$ cat src/rtl/rs_ino_status.sv
// Slot-status tracker for an in-order reservation station: busy/ready/spectag
// bookkeeping across allocation, result-bus wakeup, issue and branch resolution.
module rs_ino_status #(
   parameter int ENTSEL      = 2,
   parameter int ENTNUM      = 4,
   parameter int RRF_SEL     = 6,
   parameter int SPECTAG_LEN = 5
) (
   input  logic                     clk,
   input  logic                     reset,
   input  logic [ENTSEL-1:0]        allocptr,
   input  logic                     we1,
   input  logic                     we2,
   input  logic [SPECTAG_LEN-1:0]   wspectag1,
   input  logic [SPECTAG_LEN-1:0]   wspectag2,
   input  logic [2*RRF_SEL-1:0]     wsrctag1,
   input  logic [2*RRF_SEL-1:0]     wsrctag2,
   input  logic [1:0]               wsrcrdy1,
   input  logic [1:0]               wsrcrdy2,
   input  logic [ENTSEL-1:0]        issueptr,
   input  logic                     issue,
   input  logic [1:0]               wk_valid,
   input  logic [2*RRF_SEL-1:0]     wk_tag,
   input  logic                     prmiss,
   input  logic                     prsuccess,
   input  logic [SPECTAG_LEN-1:0]   prtag,
   output logic [ENTNUM-1:0]        busyvec,
   output logic [ENTNUM-1:0]        readyvec,
   output logic [ENTNUM-1:0]        prbusyvec_next,
   output logic [SPECTAG_LEN-1:0]   issue_spectag
);

   typedef logic [SPECTAG_LEN-1:0] spectag_t;
   typedef logic [RRF_SEL-1:0]     rtag_t;

   logic [ENTNUM-1:0] busy_q, busy_d;
   logic [ENTNUM-1:0] rdy1_q, rdy1_d;
   logic [ENTNUM-1:0] rdy2_q, rdy2_d;
   spectag_t          spectag_q [ENTNUM];
   spectag_t          spectag_d [ENTNUM];
   rtag_t             tag1_q    [ENTNUM];
   rtag_t             tag1_d    [ENTNUM];
   rtag_t             tag2_q    [ENTNUM];
   rtag_t             tag2_d    [ENTNUM];

   logic [ENTSEL-1:0] alloc2_idx;
   spectag_t          commit_mask;

   // True when either result bus broadcasts the given tag this cycle.
   function automatic logic wk_hit(input rtag_t tag, input logic [1:0] valid,
                                   input logic [2*RRF_SEL-1:0] bus_tags);
      return (valid[0] && (bus_tags[RRF_SEL-1:0] == tag)) ||
             (valid[1] && (bus_tags[2*RRF_SEL-1:RRF_SEL] == tag));
   endfunction

   // ENTSEL-bit add gives the modulo-ENTNUM wrap for the second op.
   assign alloc2_idx  = allocptr + ENTSEL'(1);
   assign commit_mask = (prsuccess && !prmiss) ? prtag : '0;

   always_comb begin
      // NOTE: every next-state variable takes its hold value first so no path leaves it unassigned (no latches).
      busy_d = busy_q;
      rdy1_d = rdy1_q;
      rdy2_d = rdy2_q;
      for (int i = 0; i < ENTNUM; i++) begin
         spectag_d[i] = spectag_q[i] & ~commit_mask;
         tag1_d[i]    = tag1_q[i];
         tag2_d[i]    = tag2_q[i];
      end

      for (int i = 0; i < ENTNUM; i++) begin
         if (busy_q[i]) begin
            if (wk_hit(tag1_q[i], wk_valid, wk_tag)) rdy1_d[i] = 1'b1;
            if (wk_hit(tag2_q[i], wk_valid, wk_tag)) rdy2_d[i] = 1'b1;
         end
         if (prmiss && (|(spectag_q[i] & prtag))) busy_d[i] = 1'b0;
         if (issue && (issueptr == ENTSEL'(i)))  busy_d[i] = 1'b0;

         // Writes come last so a slot freed and refilled in one cycle ends busy.
         if (!prmiss && we1 && (allocptr == ENTSEL'(i))) begin
            busy_d[i]    = 1'b1;
            spectag_d[i] = wspectag1 & ~commit_mask;
            tag1_d[i]    = wsrctag1[RRF_SEL-1:0];
            tag2_d[i]    = wsrctag1[2*RRF_SEL-1:RRF_SEL];
            rdy1_d[i]    = wsrcrdy1[0] | wk_hit(wsrctag1[RRF_SEL-1:0], wk_valid, wk_tag);
            rdy2_d[i]    = wsrcrdy1[1] | wk_hit(wsrctag1[2*RRF_SEL-1:RRF_SEL], wk_valid, wk_tag);
         end else if (!prmiss && we2 && (alloc2_idx == ENTSEL'(i))) begin
            busy_d[i]    = 1'b1;
            spectag_d[i] = wspectag2 & ~commit_mask;
            tag1_d[i]    = wsrctag2[RRF_SEL-1:0];
            tag2_d[i]    = wsrctag2[2*RRF_SEL-1:RRF_SEL];
            rdy1_d[i]    = wsrcrdy2[0] | wk_hit(wsrctag2[RRF_SEL-1:0], wk_valid, wk_tag);
            rdy2_d[i]    = wsrcrdy2[1] | wk_hit(wsrctag2[2*RRF_SEL-1:RRF_SEL], wk_valid, wk_tag);
         end
      end
   end

   always_ff @(posedge clk or negedge reset) begin
      // NOTE: the per-slot arrays are reset too, because issue_spectag must read zero after reset.
      if (!reset) begin
         busy_q <= '0;
         rdy1_q <= '0;
         rdy2_q <= '0;
         for (int i = 0; i < ENTNUM; i++) begin
            spectag_q[i] <= '0;
            tag1_q[i]    <= '0;
            tag2_q[i]    <= '0;
         end
      end else begin
         // NOTE: non-blocking assignments keep every slot register sampling the pre-edge state.
         busy_q <= busy_d;
         rdy1_q <= rdy1_d;
         rdy2_q <= rdy2_d;
         for (int i = 0; i < ENTNUM; i++) begin
            spectag_q[i] <= spectag_d[i];
            tag1_q[i]    <= tag1_d[i];
            tag2_q[i]    <= tag2_d[i];
         end
      end
   end

   assign busyvec       = busy_q;
   assign readyvec      = busy_q & rdy1_q & rdy2_q;
   assign issue_spectag = spectag_q[issueptr];

   // Post-resolution view for the pointer logic; deliberately ignores this cycle's writes.
   always_comb begin
      prbusyvec_next = '0;
      for (int i = 0; i < ENTNUM; i++) begin
         prbusyvec_next[i] = busy_q[i] &
                             ~(issue && (issueptr == ENTSEL'(i))) &
                             ~(|(spectag_q[i] & prtag));
      end
   end

endmodule

$ cat config.mk
export PLATFORM = sky130hd
export DESIGN_NAME = rs_ino_status
export DESIGN_NICKNAME = d
export VERILOG_FILES = /design/src/rtl/rs_ino_status.sv
export SDC_FILE = /design/constraint.sdc
export NUM_CORES = 1
export LEC_CHECK = 0
export BUFFER_PORTS_ARGS = -buffer_cell sky130_fd_sc_hd__buf_4
export CAP_MARGIN = 20
export CORE_MARGIN = 5
export CORE_UTILIZATION = 23
export DETAILED_ROUTE_END_ITERATION = 16
export PLACE_DENSITY = 0.5
export SLEW_MARGIN = 5
export SYNTH_ARGS = -nofsm -noshare
export SYNTH_HDL_FRONTEND = slang
export SYNTH_SLANG_ARGS = --single-unit
$ cat constraint.sdc
create_clock -name clk -period 1.4 [get_ports clk]
set_input_delay 0.14 -clock clk [delete_from_list [all_inputs] [get_ports clk]]
set_output_delay 0.14 -clock clk [all_outputs]
set_load 0.1 [all_outputs]
== Word level (Yosys, flattened, before mapping) ==
Index checks and enable logic that the tools add are counted.
Widths: inputs -> output; s select.

* Add/subtract/negate cells: 1
* Multiplexer cells: 76
* Reduce and logical (&&, ||, !) cells: 91
* Order comparisons: 1
* Equality and inequality tests: 33
* Multiply operators: 0
* Bitwise operators: 34
* Shift operators: 0
* Div/mod/pow operators: 0

{| class="wikitable"
|+ Operators by type and width
! cell !! count
|-
| $eq 6x6->1 || 24
|-
| $mux 6 || 16
|-
| $mux 5 || 11
|-
| $and 5x5->5 || 10
|-
| $mux 1 || 48
|-
| $logic_and 1x1->1 || 43
|-
| $reduce_bool 3->1 || 12
|-
| $reduce_or 5->1 || 4
|-
| $reduce_and 2->1 || 8
|-
| $reduce_bool 4->1 || 4
|-
| $eq 2x2->1 const B || 6
|-
| $logic_or 1x1->1 || 12
|-
| $bmux 5 s2 || 1
|-
| $and 1x1->1 || 8
|-
| $and 4x4->4 || 2
|-
| $not 1->1 || 8
|-
| $reduce_bool 2->1 || 4
|-
| $eq 2x1->1 const B || 3
|-
| $logic_not 2->1 || 3
|-
| $not 5->5 || 1
|-
| $or 1x1->1 || 4
|-
| $ge 3x3->1 const B || 1
|-
| $not 2->3 || 1
|-
| $add 2x1->2 const B || 1
|-
| $logic_not 1->1 || 1
|}

* Register bits: 80
* Bits in latches: 0
* Memories: 0
* Output and inout bits: 17
* RAM bits: 0
* Logic and storage cells: 260
* Bits in read-only memories: 0

== Depth between registers and ports, before layout ==
Gate-level depths: netlist of the first run.

* Depth in word-level cells: 7
* Gate-level depth with buffers: 7
* Mapped depth without buffers: 6

== Worst setup path before layout of the first run ==
No wires, ideal clock.

* Path kind: reg-to-reg
* From: register busyvec[0] (netlist name)
* To: register busy_q[0] (netlist: busyvec[0])
* Clock period less this slack: 3,812 ps
* Slack: -2,412 ps
* Stages on the path, launching flop included: 5
* Data arrival time: 3,735 ps
* Data required time: 1,323 ps
* Cells stage by stage: dfrtp_1 > o21a_1 > nand2_1 > a221oi_1 > a211o_1

{| class="wikitable"
|+ RTL lines
! item !! RTL line !! RTL
|-
| end signal: assignment || 111 || <nowiki>busy_q <= busy_d;</nowiki>
|-
| end: declaration || 36 || <nowiki>logic [ENTNUM-1:0] busy_q, busy_d;</nowiki>
|}

== Worst setup path in the final report of the first run ==
* From: register spectag_q[2] (netlist name)
* To: output port prbusyvec_next[3]

* Word-level cells in the longest chain between the ends: 4

{| class="wikitable"
|+ RTL lines
! item !! RTL line !! RTL
|-
| start: declaration || 39 || <nowiki>spectag_t spectag_q [ENTNUM];</nowiki>
|-
| start signal: indexed assignment || 115 || <nowiki>spectag_q[i] <= spectag_d[i];</nowiki>
|-
| $and 5x5->5 || 132 || <nowiki>~(|(spectag_q[i] & prtag));</nowiki>
|-
| $reduce_or 5->1 || 132 ||
|-
| $not 1->1 || 132 ||
|-
| $and 1x1->1 || 131 || <nowiki>~(issue && (issueptr == ENTSEL'(i))) &</nowiki>
|-
| end: declaration || 29 || <nowiki>output logic [ENTNUM-1:0] prbusyvec_next,</nowiki>
|}

Every way passes these cells.

==> metrics.txt, run 1 <==
gr ovfl total 0; syn_nets ~700; most frequent cells in the layout buf_4, nand2_1, dfrtp_1; area leader, netlist dfrtp_1; Switching Share 0.389; outcome finished, violations left; Netlist cell types 32; Layout Cells excl Fill 1168; count of boundary I/O pins 85; DRC violations left 0; Worst setup SP type flop; max cap viols 0; FFs w/ async S/R, synth 1.00; Worst Tran Pin Value 1000 ps; minimum clock period around 1900 ps; pin count of the biggest net entering global routing 41; P&R area growth vs syn 50.8%; failing checks setup timing; H-tree depth 3; wire per inst ~19 um; # placed instances ~1100; final hold violations 0; Req. time, crit path 1260 ps; Slew Limit Fails 0; fin area around 8400 um^2; violation count after the first detailed-route iteration just over 400; Die ar. around 27000 um^2; Syn Area/Cell between 8 and 9 um^2; Leak around 3.8 nW; setup ws final -498 ps; R2R cell count 6; sequential power share 0.329; Clock Skews about 6.2 ps; critical path class reg2out; vias between 5000 and 6000; Synth Register Bits 80; gr usage total 0.165; normalized max-slew margin 0.330; CP endpoint kind output pin; HP Start wsrctag1[9]; fin crit share 1.36; initial antenna violation count 1; hold depth 3; r2r startpoint tag2_q[4]; critical-path maximum fanout 2; Clk pin slew, worst setup/hold paths roughly 70 ps; CTS buffer count 9; Hold EP tag2_q[9]; register area share after synthesis 0.360; CP Data Arrival Time about 1800 ps; Placement Cell Area 7630 um^2; fill cell count between 2000 and 3000; final net count 907; die height 166 um; Power Dens Cells around 1200 nW/um^2; RSZ-0062 raised after global routing yes; vias in the first global route approximately 6000; Synth top area share 0.360; worst hold path type in2reg; dominant synthesized flop cell dfrtp_1; Ant. Diodes 0; mapped cell area around 5600 um^2; initial core utilization 0.231; Setup-failing EPs final 23; Synth Warn # 0; first-pass GRT wire length roughly 34000 um; CORE AREA 24100 um^2; power share of the clock group 0.226; worst vdd ir 0.600 mV; number of synthesized flops with an enable pin 0; Area contributors post-synth dfrtp_1, xnor2_1, xor2_1; Clk Latency, worst-skew pair about 350 ps; Placer Congestion 0.896; most common cell after layout, fill and taps aside buf_4; internal power approximately 6.1 mW; hpwl dp roughly 17000 um; Psw just under 4 mW; Bufs on Longest Clock Path 2; overall routed net length 22400 um; number of cell rows 57; Critical R2R Capture rdy2_q[3]; Max Clk Rate around 530 MHz; Post-Syn Instances 633; reg2reg setup slack -220 ps; Chip Width 166 um; share of cells above drive strength 1 0.353; First-pass DRT Iterations 6; clk sinks 80; combinational share of power 0.446; buffer type at the clock tree root clkbuf_16; Port-buffer cells 84; post-route ant nets 0; CTS tree built; Via-to-Cell Ratio slightly below 5
==> metal layers <==
metal,GRT usage,share of wire
met2,0.271,0.48
met1,0.221,0.43
met3,0.0308,0.067
met4,0.0510,0.024
met5,0,0.00058
==> synth_stat cells, types with 8 or more instances <==
cell        n
nor4_1      8
nor2_1     41
o41ai_1     8
a22oi_1    49
or4_1       8
nor3_1     22
xnor2_1    72
buf_6      10
nand4_1    24
xor2_1     72
clkbuf_1   33
o22ai_1    28
dfrtp_1    80
nand2_1   113
a211oi_1    8
==> kinds of logic (layout without fill, tap and decap cells) <==
| family | Yosys count | count (layout) | share of synthesized area |
|---|---|---|---|
| multiplexers | 5 | 5 | 0.0202 |
| XOR/XNOR | 144 | 144 | 0.227 |
| buffers and inverters | 56 | 267 | 0.0535 |
| AND/OR/NAND/NOR | 242 | 242 | 0.199 |
| flip-flops | 80 | 80 | 0.360 |
| AO/OA/AOI/OAI | 106 | 106 | 0.141 |
==> how the worst max path moves through the flow <==
stage	start	to	slack, ps
after global routing	spectag_q[7]	prbusyvec_next[2]	-620
final	spectag_q[2]	prbusyvec_next[3]	-500
after detailed placement	tag2_q[2]	rdy2_q[3]	-260
after floorplan	busyvec[0]	busyvec[0]	-550
after global placement	wk_tag[2]	rdy2_q[3]	-250
after CTS	spectag_q[16]	prbusyvec_next[0]	-520
==> state kept, by name, indices dropped and copies added (netlist names) <==
name	cells
spectag_q	20
tag2_q	24
tag1_q	24
rdy1_q	4
busyvec	4
rdy2_q	4
==> stage by stage <==
| step | util | setup slack (ps) | hold WS, ps | setup TNS, ps | power (mW) |
|---|---|---|---|---|---|
| 6_report | 0.348 | -498 | 90.5 | -4540 | 9.92 |
| 5_1_grt | 0.348 | -617 | 106 | -6090 | 10.4 |
| 4_1_cts | 0.345 | -523 | 86.9 | -4780 | 9.87 |
| 3_5_place_dp | 0.316 | -264 | 26.8 | -8720 | 7.11 |
| 3_3_place_gp | 0.316 | -252 | 28.9 | -8250 | 7.09 |
| 2_1_floorplan | - | -548 | -156 | -3130 | 5.59 |
==> worst max-delay path, stage by stage (launching register included) <==
cell      delay, ps
dfrtp_1         390
a222oi_1        330
nand3_1         190
a221oi_4        280
buf_12          220
==> power by group through the flow <==
| stage | clock (mW) | combinational, mW | sequential, mW |
|---|---|---|---|
| finish | 2.24 | 4.42 | 3.26 |
| global route | 2.39 | 4.73 | 3.31 |
| CTS | 2.30 | 4.33 | 3.25 |
| detailed placement | 0 | 3.82 | 3.30 |
| global placement | 0 | 3.79 | 3.30 |
| floorplan | 0 | 2.11 | 3.48 |
==> area by class of cell <==
cell class	instances	area (um^2)	share of cell area
clock buffer	14	254	0.0303
timing repair buffer	249	2190	0.261
multi-input combinational	497	3510	0.418
inverter	2	7.51	0.000894
sequential	80	2020	0.240
clock inverter	2	16.3	0.00194
tap	324	405	0.0483
==> what timing repair did <==
item	CTS	global route
endpoints found under the setup margin	24	25
setup buffers	17	6
hold buffers	1	0
pin swaps	19	15
gates resized for setup	59	18
hold endpoints to repair	80	0
(Power assumes the default switching activity.)
==> run 2, diff against run 1 <==
CELL_PAD_IN_SITES_DETAIL_PLACEMENT = 0   (was default)
CELL_PAD_IN_SITES_GLOBAL_PLACEMENT = 1   (was default)
PLACE_DENSITY = 0.6   (was 0.5)
==> run 2 against run 1 <==
Net effect: fmax fell by 3.8%; largest power group unchanged; highest routed layer is now met4; the run still ends with setup timing left; wire length rose by 2.8%; largest cell class unchanged; critical endpoint unchanged; clock skew rose by 0.81 ps; final cell count rose by 0.94%; global-route usage rose by 0.39 points; combinational power rose by 4%; sequential share of layout area fell by 0.34 points; flip-flop and latch count did not move.
==> metrics.txt, run 2 (synthesis results as in run 1) <==
violation count after the first detailed-route iteration 400; hpwl dp ~18000 um; vias in the first global route around 5800; max cap viols 0; Via-to-Cell Ratio 4.78; first-pass GRT wire length between 30000 and 40000 um; Ant. Diodes 0; critical-path maximum fanout 2; fill cell count approximately 2600; # placed instances roughly 1100; worst hold path type in2reg; Bufs on Longest Clock Path 2; clk sinks 80; Final Power slightly above 10 mW; most frequent cells in the layout buf_4, nand2_1, dfrtp_1; CP cell instances a222oi_1, nand3_1, a221oi_4, buf_12; Final TNS setup -5000 ps; die height ~170 um; Chip Width 166 um; slowest stage delay, CP 390 ps; normalized max-slew margin 0.368; fin crit share 1.41; gr ovfl total 0; Slew Limit Fails 0; P&R area growth vs syn 53.0%; CTS buffer count 9; post-layout util 0.353; Switching Share 0.388; share of cells above drive strength 1 0.373; Worst setup SP type flop; vias about 5600; failing checks setup timing; number of cell rows 57; DRC violations left 0; Power Dens Cells between 1000 and 1500 nW/um^2; Critical Path Slowest Stage Cell dfrtp_1; worst vdd ir 0.710 mV; Clock Skews about 7 ps; WHS ~69 ps; RSZ-0062 raised after global routing yes; Req. time, crit path approximately 1300 ps; final hold violations 0; fin area ~8500 um^2; First-pass DRT Iterations 5; power share of the clock group 0.241; outcome finished, violations left; Leak approximately 3.9 nW; Psw 4.01 mW; pin count of the biggest net entering global routing 32; Setup-failing EPs final 24; combinational share of power 0.445; minimum clock period ~2000 ps; post-route ant nets 0; sequential power share 0.314; CP endpoint kind output pin; biggest regs tag1_q (24), tag2_q (24), spectag_q (20); buffer type at the clock tree root clkbuf_16; Place WS -301 ps; most common cell after layout, fill and taps aside buf_4; setup ws final -572 ps; initial antenna violation count 0; Max Clk Rate slightly above 500 MHz; Layout Cells excl Fill 1179; initial core utilization 0.231; internal power around 6.3 mW; CP Data Arrival Time approximately 1800 ps; count of boundary I/O pins 85; critical path class reg2out; CP delay by family, top compound AO/OA/AOI/OAI gates; gr usage total 0.169; overall routed net length 23000 um; Clk pin slew, worst setup/hold paths 70 ps; Clk Latency, worst-skew pair around 360 ps; Die ar. about 27000 um^2; final net count 918; wire per inst 19.5 um; CP Buf/Inv Count 1; Placer Congestion 0.858; CORE AREA approximately 24000 um^2; H-tree depth 3; CTS tree built; Placement Cell Area between 7000 and 8000 um^2; Port-buffer cells 84; Worst Tran Pin Value 944 ps
run 2: changes by cell type in the layout (fill, tap and decap cells not counted), moves of 2 or more:
cell,delta
buf_4,+10
xnor2_1,-7
xnor2_2,+7
clkbuf_1,-4
buf_6,+3
a211oi_1,+2
a211oi_2,-2
buf_12,-2
o41ai_2,+2
o41ai_4,-2
run 2: power groups by stage:
stage               logic (mW)  clock network [mW]  registers, mW
global placement          4.01                   0           3.26
CTS                       4.44                2.54           3.22
floorplan                 2.11                   0           3.48
global route              4.91                2.64           3.29
detailed placement        4.02                   0           3.26
finish                    4.60                2.50           3.25
run 2: layout make-up:
type                    instances  area, um^2  share of cell area
well taps                     324         405              0.0476
multi-input cells             497        3530               0.414
repair buffers                260        2260               0.265
clock inverters                 7        78.8             0.00925
flip-flops and latches         80        2020               0.237
inverters                       2        7.51            0.000881
clock buffers                   9         225              0.0264
run 2: worst paths after layout:
kind	startpoint	endpoint	slack, ps	cells past startpoint
setup / recovery	spectag_q[2]	prbusyvec_next[3]	-570	4
hold / removal	wsrctag1[3]	tag1_q[3]	70	3
setup reg to reg	tag2_q[21]	rdy2_q[0]	-240	7
hold reg to reg	rdy2_q[1]	rdy2_q[1]	510	2
max in group asynchronous	reset	tag1_q[7]	600	3
min in group asynchronous	reset	spectag_q[11]	280	2
run 2: worst register-to-register path: stages (launching register included):
cell	delay, ps
dfrtp_1	420
xnor2_1	170
nand4_1	140
or4_4	440
o41ai_2	80
buf_4	170
a211oi_1	60
nor2_1	80
run 2: timing repair:
action                                 CTS  global route
gates resized for setup                 55            28
hold buffers                             1             0
buffers inserted                        10             8
setup endpoints to repair               23            24
pin swaps                               16            22
endpoints found under the hold margin   23             0
run 2: metal layers:
metal / up-vias / share of wire / global-route usage
met5: - / 0 / 0
met4: 0 / 0.014 / 0.0307
met3: 25 / 0.060 / 0.0355
met2: 200 / 0.48 / 0.283
met1: 2746 / 0.44 / 0.227
li1: 2659 / - / -
==> run 3, diff against run 2 <==
CORE_UTILIZATION = 44   (was 23)
CTS_CLUSTER_SIZE = 14   (was default)
PLACE_DENSITY = 0.91   (was 0.6)
clock period = 2.08 ns   (was 1.4 ns; I/O delays follow)
==> run 3 against run 2 <==
Net effect: the run now ends clean; critical path depth stayed put; wire length is 19% lower; die area is 45% lower; flip-flop and latch count stayed put; combinational power is 55% lower; final cell count is 26% lower; first-iteration DRC count is 78% higher; via count is 5.4% lower; clock skew is 3.9 ps lower; count of clock-buffer cells in the layout is 3 higher.
==> metrics.txt, run 3 (synthesis results as in run 1) <==
outcome finished clean; final net count 760; R2R cell count 5; Final TNS setup 0 ps; setup ws final between 60 and 70 ps; Placer Congestion 0.910; multi-input logic area around 3300 um^2; Layout Cells excl Fill 868; first-pass GRT wire length 29000 um; Via-to-Cell Ratio slightly above 6; gr usage total 0.252; overall routed net length around 19000 um; hold buffer count at CTS 1; Port-buffer cells 84; violation count after the first detailed-route iteration between 700 and 800; CORE AREA roughly 13000 um^2; fill cell count roughly 1200; minimum clock period slightly above 2000 ps; Worst Tran Pin Value 888 ps; P&R area growth vs syn 19.6%; Leak between 2 and 3 nW; final hold violations 0; Chip Width 122 um; register cell area after layout around 2000 um^2; CTS buffer count 9; Setup-failing EPs final 0; Worst setup SP type flop; CTS tree built; Clock Skews approximately 3.1 ps; die height 122 um; number of cell rows 41; worst hold path type in2reg; most frequent cells in the layout nand2_1, buf_4, dfrtp_1; post-route ant nets 0; Ant. Diodes 0; Bufs on Longest Clock Path 2; Critical R2R Capture rdy2_q[1]; Clk Latency, worst-skew pair between 300 and 400 ps; share of cells above drive strength 1 0.184; slowest stage delay, CP ~420 ps; Die ar. 15000 um^2; HP Start wsrctag1[7]; initial antenna violation count 0; PostCTS Resize Cnt 0; biggest regs tag1_q (24), tag2_q (24), spectag_q (20); # placed instances between 800 and 900; fin crit share 0.970; critical-path maximum fanout 3; r2r startpoint tag2_q[14]; DRC violations left 0; Req. time, crit path roughly 1900 ps; buffer type at the clock tree root clkbuf_16; Post-CTS Setup Bufs 0; Slew Limit Fails 0; gr ovfl total 0; CP Data Arrival Time approximately 1800 ps; CP cell instances a222oi_1, nand2_1, a221oi_4, buf_4; Critical Path Slowest Stage Cell dfrtp_1; CP endpoint kind output pin; wire per inst about 21 um; Power Dens Cells 911 nW/um^2; pin count of the biggest net entering global routing 49; count of boundary I/O pins 85; vias about 5300; reg2reg setup slack 370 ps; worst vdd ir approximately 0.56 mV; Max Clk Rate approximately 500 MHz; Clk pin slew, worst setup/hold paths 60 ps; Critical path origin spectag_q[6]; Place WS 386 ps; initial core utilization 0.445; RSZ-0062 raised after global routing no; First-pass DRT Iterations 5; hpwl dp around 13000 um; CP endpoint prbusyvec_next[2]; normalized max-slew margin 0.406; H-tree depth 3; clk sinks 80; max cap viols 0; most common cell after layout, fill and taps aside nand2_1; critical path class reg2out; vias in the first global route ~5400
## run 3: changes by cell type in the layout (fill, tap and decap cells not counted), sizes merged
| cell | before | now |
|---|---|---|
| clkinv | 2 | 1 |
| bufinv | 1 | 2 |
| buf | 259 | 101 |
| clkbuf | 9 | 12 |
| clkinvlp | 2 | 0 |
| inv | 4 | 2 |
## run 3: cell type report
| class | count | share of cell area |
|---|---|---|
| tap | 172 | 0.0323 |
| multi-input combinational | 497 | 0.500 |
| timing repair buffer | 102 | 0.117 |
| clock inverter | 3 | 0.00977 |
| clock buffer | 12 | 0.0385 |
| sequential | 80 | 0.301 |
| inverter | 2 | 0.00113 |
## run 3: per-stage QoR
stage	hold slack, ps	instance area, um^2	util	power [mW]
floorplan	-87.6	5630	-	3.74
global placement	283	6330	0.505	4.25
detailed placement	285	6330	0.505	4.34
CTS	150	6660	0.532	6.07
global route	166	6660	0.532	6.33
finish	158	6660	0.532	6.07
## run 3: how the worst min path moves through the flow
stage | end | slack, ps | depth (start not counted)
4_1_cts | tag2_q[13] | 150 | 3
2_1_floorplan | busyvec[0] | -90 | 0
3_5_place_dp | spectag_q[15] | 290 | 1
6_report | tag2_q[13] | 160 | 3
5_1_grt | tag2_q[13] | 170 | 3
3_3_place_gp | spectag_q[15] | 280 | 1
## run 3: layer usage
layer | track usage | vias to the layer above | part of all wire
met4 | 0.100 | 0 | 0.031
met2 | 0.412 | 360 | 0.48
met3 | 0.0535 | 59 | 0.099
met5 | 0 | - | 0
met1 | 0.328 | 2570 | 0.39
li1 | - | 2336 | -
## run 3: report_power, final
part	total (mW)	switching (mW)	internal [mW]
Combinational	2.07	1.32	0.752
Clock	1.72	0.616	1.11
Sequential	2.27	0.387	1.88
Total	6.07	2.32	3.74
## run 3: critical path, delay by kind of cell, from the launching register on
family          cells  cell delay [ps]
compound gates      2              560
simple gates        1              150
buf+inv             1              340
flops               1              420
